==> src/rtl/oclib_pkg.sv <==
// Shared constants for the oclib blocks; beat-order selection uses True/False.
package oclib_pkg;
    localparam bit False = 1'b0;
    localparam bit True  = 1'b1;
endpackage

==> src/rtl/oclib_ready_valid_serializer.sv <==
// Width-reducing ready/valid stage: one wide word in, up to Ratio narrow beats out
// with a last-beat marker. Final-beat handshake and next-word accept may coincide.
module oclib_ready_valid_serializer
    import oclib_pkg::*;
#(
    parameter int Width    = 8,
    parameter int Ratio    = 4,
    parameter bit MsbFirst = False,
    localparam int BeatsW  = $clog2(Ratio + 1),
    localparam int IdxW    = (Ratio > 1) ? $clog2(Ratio) : 1
) (
    input  logic                     clock,
    input  logic                     reset,
    input  logic [Width*Ratio-1:0]   inData,
    input  logic [BeatsW-1:0]        inBeats,
    input  logic                     inValid,
    output logic                     inReady,
    output logic [Width-1:0]         outData,
    output logic                     outValid,
    output logic                     outLast,
    input  logic                     outReady
);

    typedef enum logic {IDLE, SEND} state_e;

    localparam logic [IdxW-1:0] LastSlice = IdxW'(Ratio - 1);

    state_e                 state_q, state_d;
    logic [IdxW-1:0]        beat_q, beat_d;
    logic [IdxW-1:0]        last_q, last_d;
    logic                   init_q;
    logic [Width*Ratio-1:0] hold_q;
    logic [IdxW-1:0]        last_in;
    logic [IdxW-1:0]        slice_idx;
    logic                   accept;
    logic [Width-1:0]       slices [Ratio];

    genvar gi;
    generate
        for (gi = 0; gi < Ratio; gi++) begin : g_slice
            assign slices[gi] = hold_q[gi*Width +: Width];
        end
    endgenerate

    // init_q keeps inReady low until the first clock after reset release.
    always_ff @(posedge clock or negedge reset) begin
        if (!reset) begin
            state_q <= IDLE;
            beat_q  <= '0;
            last_q  <= '0;
            init_q  <= 1'b0;
        end else begin
            state_q <= state_d;
            beat_q  <= beat_d;
            last_q  <= last_d;
            init_q  <= 1'b1;
        end
    end

    always_ff @(posedge clock) begin
        if (accept) begin
            hold_q <= inData;
        end
    end

    // Out-of-range beat counts (0 or above Ratio) mean a full word.
    always_comb begin
        last_in = LastSlice;
        if (inBeats != '0 && inBeats <= BeatsW'(Ratio)) begin
            last_in = IdxW'(inBeats - 1'b1);
        end
    end

    assign accept = inValid && inReady;

    always_comb begin
        state_d = state_q;
        beat_d  = beat_q;
        last_d  = last_q;
        if (accept) begin
            state_d = SEND;
            beat_d  = '0;
            last_d  = last_in;
        end else if (state_q == SEND && outReady) begin
            if (beat_q == last_q) begin
                state_d = IDLE;
            end else begin
                beat_d = beat_q + 1'b1;
            end
        end
    end

    always_comb begin
        outValid  = (state_q == SEND);
        outLast   = outValid && (beat_q == last_q);
        slice_idx = MsbFirst ? (LastSlice - beat_q) : beat_q;
        outData   = slices[slice_idx];
        inReady   = init_q && (!outValid || (outReady && outLast));
    end

endmodule

==> config.mk <==
export PLATFORM = sky130hd
export DESIGN_NAME = oclib_ready_valid_serializer
export DESIGN_NICKNAME = d
export VERILOG_FILES = /design/src/rtl/oclib_pkg.sv /design/src/rtl/oclib_ready_valid_serializer.sv
export SDC_FILE = /design/constraint.sdc
export NUM_CORES = 1
export LEC_CHECK = 0
export CORE_MARGIN = 10
export CORE_UTILIZATION = 25
export DETAILED_ROUTE_END_ITERATION = 10
export PLACE_DENSITY = 0.49
export RECOVER_POWER = 100
export SLEW_MARGIN = 20
export SYNTH_ARGS = -nofsm -noshare
export SYNTH_HDL_FRONTEND = slang
export SYNTH_SLANG_ARGS = --single-unit
==> constraint.sdc <==
create_clock -name clock -period 2.55 [get_ports clock]
set_clock_uncertainty 0.15 [all_clocks]
set_input_delay 0.3825 -clock clock [delete_from_list [all_inputs] [get_ports clock]]
set_output_delay 0.3825 -clock clock [all_outputs]
set_load 0.03 [all_outputs]
Yosys cells after proc, flatten, opt, wreduce, memory -nomap -nowiden
Index checks and enable logic that the tools add are counted.
{"block": "classes", "n_addsub": 2, "order_cmp": 2, "n_eq_ne": 2, "n_mux": 10, "bitwise": 1, "reduce_logical": 13}
{"operator": "$bmux W8 S2", "n": 1}
{"operator": "$mux W8", "n": 2}
{"operator": "$mux W2", "n": 4}
{"operator": "$logic_and A1 B1 Y1", "n": 6}
{"operator": "$reduce_and A2 Y1", "n": 2}
{"operator": "$reduce_bool A2 Y1", "n": 2}
{"operator": "$ge A3 B3 Y1 const B", "n": 1}
{"operator": "$le A3 B3 Y1 const B", "n": 1}
{"operator": "$mux W1", "n": 3}
{"operator": "$not A2 Y3", "n": 1}
{"operator": "$reduce_bool A3 Y1", "n": 1}
{"operator": "$add A2 B1 Y2 const B", "n": 1}
{"operator": "$eq A2 B2 Y1", "n": 1}
{"operator": "$ne A2 B2 Y1 const B", "n": 1}
{"operator": "$sub A2 B1 Y2 const B", "n": 1}
{"operator": "$logic_not A1 Y1", "n": 1}
{"operator": "$logic_or A1 B1 Y1", "n": 1}
{"block": "word_totals", "regBits": 38, "inputBits": 39, "output_inout_bits": 11, "elab_cells": 35}

Longest topological paths before layout
{"block": "depth", "depth_word": 8, "mapped_depth": 6, "ltp_nobuf": 6}

Worst setup path before layout
OpenSTA, ideal clock, no wires.
{"block": "synth_timing", "path_kind": "register to register", "startpoint": "register beat_q[0]", "endpoint": "register hold_q[0], enable pin", "setup_ns": 0.393, "arrival_ns": 1.787, "required_ns": 2.007, "path_slack_ns": 0.220, "stages_incl_launch_ff": 5, "path_buffers": 1, "period_less_slack_ns": 2.330, "path_cell_list": "dfrtp_1 > buf_6 > xor2_1 > o31ai_2 > and2_1"}
{"block": "synth_via", "elab_chain_len": 6}
{"element": "start: declaration", "line_no": "oclib_ready_valid_serializer.sv:29", "source": "logic [IdxW-1:0] beat_q, beat_d;"}
{"element": "start signal: assignment", "line_no": "oclib_ready_valid_serializer.sv:54", "source": "beat_q <= beat_d;"}
{"element": "$eq A2 B2 Y1", "line_no": "oclib_ready_valid_serializer.sv:95", "source": "outLast = outValid && (beat_q == last_q);"}
{"element": "$logic_and A1 B1 Y1", "line_no": "oclib_ready_valid_serializer.sv:95"}
{"element": "$logic_and A1 B1 Y1", "line_no": "oclib_ready_valid_serializer.sv:98", "source": "inReady = init_q && (!outValid || (outReady && outLast));"}
{"element": "$logic_or A1 B1 Y1", "line_no": "oclib_ready_valid_serializer.sv:98"}
{"element": "$logic_and A1 B1 Y1", "line_no": "oclib_ready_valid_serializer.sv:98"}
{"element": "$logic_and A1 B1 Y1", "line_no": "oclib_ready_valid_serializer.sv:74", "source": "assign accept = inValid && inReady;"}
{"element": "via accept", "line_no": "oclib_ready_valid_serializer.sv:35", "source": "logic accept;"}
{"element": "end signal: assignment", "line_no": "oclib_ready_valid_serializer.sv:62", "source": "hold_q <= inData;"}
{"element": "end: declaration", "line_no": "oclib_ready_valid_serializer.sv:32", "source": "logic [Width*Ratio-1:0] hold_q;"}
The timed path passes the listed nets, and every way through them passes these cells.
A chain may end at the register's enable or synchronous reset.

Worst setup path after layout
{"block": "layout_timing", "startpoint": "register beat_q[0]", "endpoint": "output port outData[7]"}
{"block": "layout_via", "elab_chain_len": 4}
{"element": "$not A2 Y3 (not written as such)", "line_no": "oclib_ready_valid_serializer.sv:97", "source": "outData = slices[slice_idx];"}
{"element": "$bmux W8 S2", "line_no": "oclib_ready_valid_serializer.sv:97"}
{"element": "$mux W8 (not written as such) (2 in a row)", "line_no": "oclib_ready_valid_serializer.sv:97"}
{"element": "end: declaration", "line_no": "oclib_ready_valid_serializer.sv:18", "source": "output logic [Width-1:0] outData,"}
No other way between the ends. The select of a mux whose other input is x is not followed.

==> out/metrics.yaml <==
netlist_area_before_placement_um2: 1580
cpMaxStageDelayCell: "sky130_fd_sc_hd__clkdlybuf4s50_1"
post_synth_inst_count: 89
synthesis.area_per_instance_um2: 17.76
status: "finished clean"
drt_iter0_drc: 17
dr.pass1.iters: 4
die_width_um: 99.51
rr_startpoint: "beat_q[1]$_DFFE_PN0P_"
post-synth-top-area-fraction_pct: 60.81
finalSetupViolations: 0
grt.met3_usage_pct: 4.014
clk_pin_slew_worst_paths_ns: 0.07
antenna_found_initial: 0
global_route.overflow_total: 0
netlist_top_cells_area: "sky130_fd_sc_hd__edfxtp_1, sky130_fd_sc_hd__mux4_2, sky130_fd_sc_hd__dfrtp_1, sky130_fd_sc_hd__xnor2_1, sky130_fd_sc_hd__and2_1"
synthesized_flop_and_latch_total: 38
detail_route.drc_violations: 0
fin_tns_setup_ns: 0
grt.total_usage_pct: 7.220
end_kind: "output pin"
top_usage_layer: "met2"
totalPowerFinal_mw: 2.282
cp_top_family: "buffers and inverters"
worst_r2r_path_depth: 4
ys.warnings.count: 0
wl_um: 3421
unrepaired_setup_endpoints_after_global_routing: "false"
crit_end: "outData[7]"
cts.root.buffer_cell: "sky130_fd_sc_hd__clkbuf_8"
seq_area_um2: 1112
timing.final.crit_period_ns: 2.466
htree_levels: 2
floorplan.initialDensity_pct: 26.23
die_area_um2: 9901
combined_area_of_the_multi_input_logic_cells_um2: 425.4
ant_nets: 0
floorplan.rows: 28
clock_latency_ns: 0.28
setup.worst_path.start_class: "register"
die_height_um: 99.51
reg2reg_to: "hold_q[7]$_DFFE_PP_"
critPathLaunch: "beat_q[0]$_DFFE_PN0P_"
layout-area-overhead-vs-synth_pct: 42.91
synth_sequential_area_ratio_pct: 70.31
syn_nets: 129
layout_worst_path_cycle_share_pct: 96.70
maxClockFrequency_mhz: 405.5
gr-usage-met2_pct: 11.52
holdCritPathClass: "input pin to async pin"
maximum_number_of_pins_on_one_net_before_global_route_repair: 34
vdd_ir_drop_max_uv: 397.7
required_ns: 2.02
global_route_wire_length_before_repair_um: 5720
routed-via-count: 958
drv_cap: 0
cts_tree: "done"
crit_buf_inv: 2
cts-root-to-sink-buffers: 2
crit_path_cell_trace: "buf_12, mux4_2, clkdlybuf4s50_1"
num-nets-final: 183
final-max-slew-violation-count: 0
cts_inserted_buffers: 5
place_congestion: 0.7694
met1_usage_pct: 8.251
wl_per_cell_um: 15.62
buffer_ports.inserted: 49
clock_sinks: 38
cts_setup_buffers: 0
leakage_power_of_the_design_nw: 0.7651
grt_pass1_vias: 1084
cpPeakStageDelay_ns: 0.61
crit_fanout: 15
final_hold_viol_count: 0
synth_largest_area_cell: "sky130_fd_sc_hd__edfxtp_1"
routed_via_density: 4.374
post-dp-hpwl_um: 2612
pwr_density_cell_nw_per_um2: 1010
placeableCoreArea_um2: 6026
num-fill-cells: 589
timing.reg2reg.setup_slack_ns: 0.23
critical_path_cell_count: 3
layout-drive-gt1-share_pct: 15.97
antenna-diode-count: 0
cp.arrival_ns: 1.93
crit_type: "register to output pin"
post_synth_num_cell_types: 29
io_pins: 50
post-route-util_pct: 37.48
==> state kept, by name, summed over array words and instances, names as in the netlist <==
| name | flops |
|---|---|
| hold_q | 32 |
| last_q | 2 |
| beat_q | 2 |
| init_q | 1 |
| outValid | 1 |
==> logic make-up (layout without fill, tap and decap cells) <==
kind of cell / count (synthesis) / count (layout) / share of synthesized area, %
compound gates: 12 / 12 / 6.413
xor+xnor: 5 / 5 / 2.772
fa+ha+maj: 1 / 1 / 0.7916
buf+inv: 7 / 62 / 2.454
flops: 38 / 38 / 70.31
mux: 9 / 9 / 12.11
other cells: 1 / 1 / 0.2373
simple gates: 16 / 16 / 4.909
==> layout make-up <==
cell class | count | area share (%)
clock buffers | 5 | 3.047
clock inverters | 3 | 3.047
inverters | 3 | 0.4986
multi-input cells | 44 | 18.84
flip-flops and latches | 38 | 49.25
well taps | 75 | 4.155
repair buffers | 51 | 21.16
==> through the flow <==
stage          setup slack, ns  instances  area (µm²)  hold slack [ns]
3_3_place_gp            0.2141        211        2182           0.4755
5_1_grt                0.01085        219        2258           0.2771
2_1_floorplan           0.2202         89        1580         -0.06309
6_report               0.08402        219        2258           0.2644
4_1_cts                0.03201        219        2321           0.2025
3_5_place_dp            0.2049        211        2182           0.4912
==> worst min-delay path by stage <==
| stage | from | to | cells after the start |
|---|---|---|---|
| finish | reset | beat_q[0]$_DFFE_PN0P_ | 1 |
| global route | reset | last_q[0]$_DFFE_PN0P_ | 1 |
| CTS | reset | last_q[0]$_DFFE_PN0P_ | 1 |
| detailed placement | init_q$_DFF_PN0_ | outValid$_DFFE_PN0P_ | 2 |
| global placement | init_q$_DFF_PN0_ | outValid$_DFFE_PN0P_ | 2 |
| floorplan | reset | beat_q[0]$_DFFE_PN0P_ | 0 |
==> Yosys cell counts <==
library cell / n
sky130_fd_sc_hd__edfxtp_1: 32
sky130_fd_sc_hd__mux4_2: 8
sky130_fd_sc_hd__dfrtp_1: 6
sky130_fd_sc_hd__nand2_1: 4
sky130_fd_sc_hd__and2_1: 3
sky130_fd_sc_hd__inv_1: 3
sky130_fd_sc_hd__nor2_1: 3
sky130_fd_sc_hd__xnor2_1: 3
sky130_fd_sc_hd__a211oi_1: 2
sky130_fd_sc_hd__a21oi_1: 2
sky130_fd_sc_hd__nand3_1: 2
sky130_fd_sc_hd__nor3_1: 2
sky130_fd_sc_hd__o21ai_0: 2
sky130_fd_sc_hd__xor2_1: 2
sky130_fd_sc_hd__a2111oi_2: 1
sky130_fd_sc_hd__a21boi_0: 1
sky130_fd_sc_hd__a32o_1: 1
sky130_fd_sc_hd__a41oi_1: 1
sky130_fd_sc_hd__and3_1: 1
sky130_fd_sc_hd__buf_2: 1
sky130_fd_sc_hd__buf_4: 1
sky130_fd_sc_hd__buf_6: 1
sky130_fd_sc_hd__clkbuf_1: 1
sky130_fd_sc_hd__conb_1: 1
sky130_fd_sc_hd__ha_1: 1
sky130_fd_sc_hd__mux2_2: 1
sky130_fd_sc_hd__nor4_1: 1
sky130_fd_sc_hd__o211ai_2: 1
sky130_fd_sc_hd__o31ai_2: 1
==> timing repair <==
| item | in CTS | in global routing |
|---|---|---|
| gates resized for setup | 1 | 6 |
| setup endpoints to repair | 8 | 6 |
| hold buffers | 0 | 0 |
==> metal layers <==
metal | vias to the layer above | wire length (µm) | share of wire, %
li1 | 459 | - | -
met1 | 460 | 1477 | 43
met2 | 37 | 1620 | 47
met3 | 2 | 304 | 8.9
met4 | 0 | 18 | 0.53
met5 | - | 0 | 0
==> power by group <==
group | internal [mW] | leakage [nW] | switching (mW)
Sequential | 0.772 | 0.355 | 0.0921
Clock | 0.392 | 0.0683 | 0.214
Combinational | 0.354 | 0.342 | 0.459
==> cell usage in the layout (no fill, tap or decap), types with 3 or more instances in the layout <==
master | netlist | layout
sky130_fd_sc_hd__xnor2_1 | 3 | 3
sky130_fd_sc_hd__edfxtp_1 | 32 | 32
sky130_fd_sc_hd__clkbuf_8 | 0 | 5
sky130_fd_sc_hd__inv_1 | 3 | 3
sky130_fd_sc_hd__dfrtp_1 | 6 | 5
sky130_fd_sc_hd__dlygate4sd3_1 | 0 | 35
sky130_fd_sc_hd__clkbuf_1 | 1 | 8
sky130_fd_sc_hd__nor2_1 | 3 | 3
sky130_fd_sc_hd__mux4_2 | 8 | 8
sky130_fd_sc_hd__clkdlybuf4s50_1 | 0 | 5
sky130_fd_sc_hd__nand2_1 | 4 | 4
Power figures use the tool's default switching activity.
==> patch: new RTL, same settings <==
Change the parameter `Ratio` from 4 to 8.
--- a/src/rtl/oclib_ready_valid_serializer.sv
+++ b/src/rtl/oclib_ready_valid_serializer.sv
@@ -4,7 +4,7 @@
     import oclib_pkg::*;
 #(
     parameter int Width    = 8,
-    parameter int Ratio    = 4,
+    parameter int Ratio    = 8,
     parameter bit MsbFirst = False,
     localparam int BeatsW  = $clog2(Ratio + 1),
     localparam int IdxW    = (Ratio > 1) ? $clog2(Ratio) : 1
Ports: changed (resized inBeats and inData); port bits go from 50 to 83. The function was not compared with the original's and may differ.
==> patch against the original RTL <==
- core utilization is 0.43 points higher
- sequential power is 82% higher
- routed wire length is 86% higher
- setup slack worse by 0.0032 ns
- worst hold slack better by 0.0051 ns
- sequential cell count is 34 higher
- synthesized area is 83% higher
- combinational power is 110% higher
- cell area is 91% higher
- power is 100% higher
- register-to-register slack worse by 0.09 ns
- highest routed layer unchanged
==> patch: results (changes against the original RTL) <==
----------------------------------------------------
[Synthesis]
  Asr flop ratio synth ... 11.1% (was 15.8%)
  Count of yosys warnings during synthesis ... 0 (unchanged)
  Number of distinct library cell variants in the gate-level netlist after synthesis ... 28 (was 29)
  Post-synth EDFFs ... 64 (was 32)
  Cell types occupying the most area after synthesis ... sky130_fd_sc_hd__edfxtp_1, sky130_fd_sc_hd__mux4_2, sky130_fd_sc_hd__dfrtp_1 (unchanged)
  Synth cell count leaders ... sky130_fd_sc_hd__edfxtp_1, sky130_fd_sc_hd__mux4_2, sky130_fd_sc_hd__dfrtp_1, sky130_fd_sc_hd__mux2_2, sky130_fd_sc_hd__mux4_1 (was sky130_fd_sc_hd__edfxtp_1, sky130_fd_sc_hd__mux4_2, sky130_fd_sc_hd__dfrtp_1)
  Post-synth net total ... 212 (was 129)
  Seq/Total Area, Yosys ... 73.4% (was 70.3%)

[CTS]
  Clock-pin slew on the worst setup and hold paths ... 0.06 ns
  Maximum buffer depth of the clock tree ... 2 (unchanged)
  CTS H-Tree Depth ... 3 (was 2)
  CTS root buffer ... sky130_fd_sc_hd__clkbuf_16 (was sky130_fd_sc_hd__clkbuf_8)
  Number of clock buffers inserted by TritonCTS ... 9 (was 5)
  Latest clock arrival within the worst-skew pair ... 0.33 ns (was 0.28 ns)

[Drt]
  First-pass detailed-route iteration total ... 4 (unchanged)
  Wire length after detailed routing ... 6.36 mm (was 3.42 mm)
  Post-detailed-route via-to-cell ratio ... 4.19 (was 4.37)
  DRT iter0 DRCs ... 94 (was 17)

[Critical path]
  Worst reg2reg path depth ... 5 (was 4)
  Crit path arrival time ... 1.94 ns
  Crit-path max FO ... 5 (was 15)

[Power]
  Maximum ir drop on the vdd rail ... 0.000570 V (was 0.000398 V)
  Pleak ... 1.53 nW (was 0.765 nW)

[Global routing]
  Global-route wire length before repair ... 10.3 mm (was 5.72 mm)
  Maximum number of pins on one net before global-route repair ... 35 (was 34)
  Initial antenna violation count ... 0 (unchanged)
  All-layer global routing usage ... 8.31% (was 7.22%)
  Vias in the first global route ... 1926 (was 1084)

[Layout]
  Fin nets ... 312 (was 183)
  Share of final-layout standard cells stronger than drive strength 1 ... 24.4% (was 16.0%)
  Regs by FF count ... hold_q x64, beat_q x3, last_q x3 (was hold_q x32, beat_q x2, last_q x2)
  Number of fill cells ... 1064 (was 589)
  Total inserted antenna cells ... 0 (unchanged)

[Place]
  # port buffers ... 82 (was 49)
  HPWL Detailed ... 4.79 mm (was 2.61 mm)
  Gpl congestion ... 0.686 (was 0.769)
  Place WS ... 0.000990 ns (was 0.205 ns)

[Worst hold path]
  HP Class ... primary input to asynchronous set/reset pin (unchanged)

[Run status]
  Run status ... finished clean (unchanged)

----------------------------------------------------
patch: changes by cell type after synthesis, sizes merged, moves of 2 or more:
cell,change
edfxtp,+32
mux2,+9
mux4,+8
a211oi,-2
a21oi,-2
and2,-2
dfrtp,+2
mux2i,+2
nor2b,+2
patch: kinds of logic (layout without fill, tap and decap cells):
family          after synthesis  in the layout  share of synthesized area [%]
other cells                   1              1                          0.130
mux                          28             28                           18.1
xor+xnor                      5              5                           1.51
fa+ha+maj                     2              2                          0.865
flops                        72             72                           73.4
buf+inv                      10            114                           1.90
simple gates                 16             16                           2.85
compound gates                4              4                           1.30
patch: metal layers:
layer / track usage, % / part of all wire [%] / up-vias
met5: 0 / 0 / -
met1: 9.34 / 42 / 796
met4: 2.78 / 1.3 / 0
met3: 4.43 / 8.1 / 9
met2: 13.3 / 49 / 52
li1: - / - / 758
patch: path summary, 6_finish.rpt:
| kind | to | slack [ns] | start |
|---|---|---|---|
| worst max-delay path | outData[1] | 0.08 | beat_q[0] |
| worst min-delay path | beat_q[1] | 0.27 | reset |
| worst max register to register | hold_q[60] | 0.14 | beat_q[0] |
| worst min register to register | outValid | 0.34 | init_q |
| max in group asynchronous | beat_q[0] | 1.67 | reset |
| min in group clock | outValid | 0.34 | init_q |
patch: final cells by class:
class,count,share of cell area [%]
clock buffers,9,5.22
well taps,143,4.15
inverters,4,0.348
multi-input cells,56,16.4
repair buffers,95,22.4
clock inverters,6,2.18
flip-flops and latches,72,49.3
patch: worst max-delay path: stages, from the launching register on:
cell,delay (ns)
sky130_fd_sc_hd__dfrtp_2,0.41
sky130_fd_sc_hd__buf_12,0.13
sky130_fd_sc_hd__buf_12,0.10
sky130_fd_sc_hd__mux4_1,0.52
sky130_fd_sc_hd__mux2_2,0.27
sky130_fd_sc_hd__buf_2,0.18
patch: stage by stage:
stage | utilization (%) | hold WS [ns] | power (mW) | cells | instance area [um2]
finish | 37.9 | 0.269 | 4.61 | 385 | 4310
global route | 37.9 | 0.297 | 4.89 | 385 | 4310
CTS | 38.0 | 0.206 | 4.76 | 385 | 4330
detailed placement | 34.9 | 0.329 | 3.32 | 367 | 3970
global placement | 34.9 | 0.319 | 3.30 | 367 | 3970
floorplan | - | -0.0631 | 2.61 | 138 | 2890
patch: repair_timing:
action | in CTS | in global routing
endpoints found under the hold margin | 0 | 0
endpoints found under the setup margin | 7 | 5
resized for setup | 28 | 5
setup buffers | 3 | 0
patch: power by group:
| group | total [mW] | switching [mW] | internal (mW) |
|---|---|---|---|
| clock network | 1.34 | 0.480 | 0.857 |
| logic | 1.70 | 0.820 | 0.884 |
| registers | 1.57 | 0.0849 | 1.48 |
| total | 4.61 | 1.39 | 3.23 |
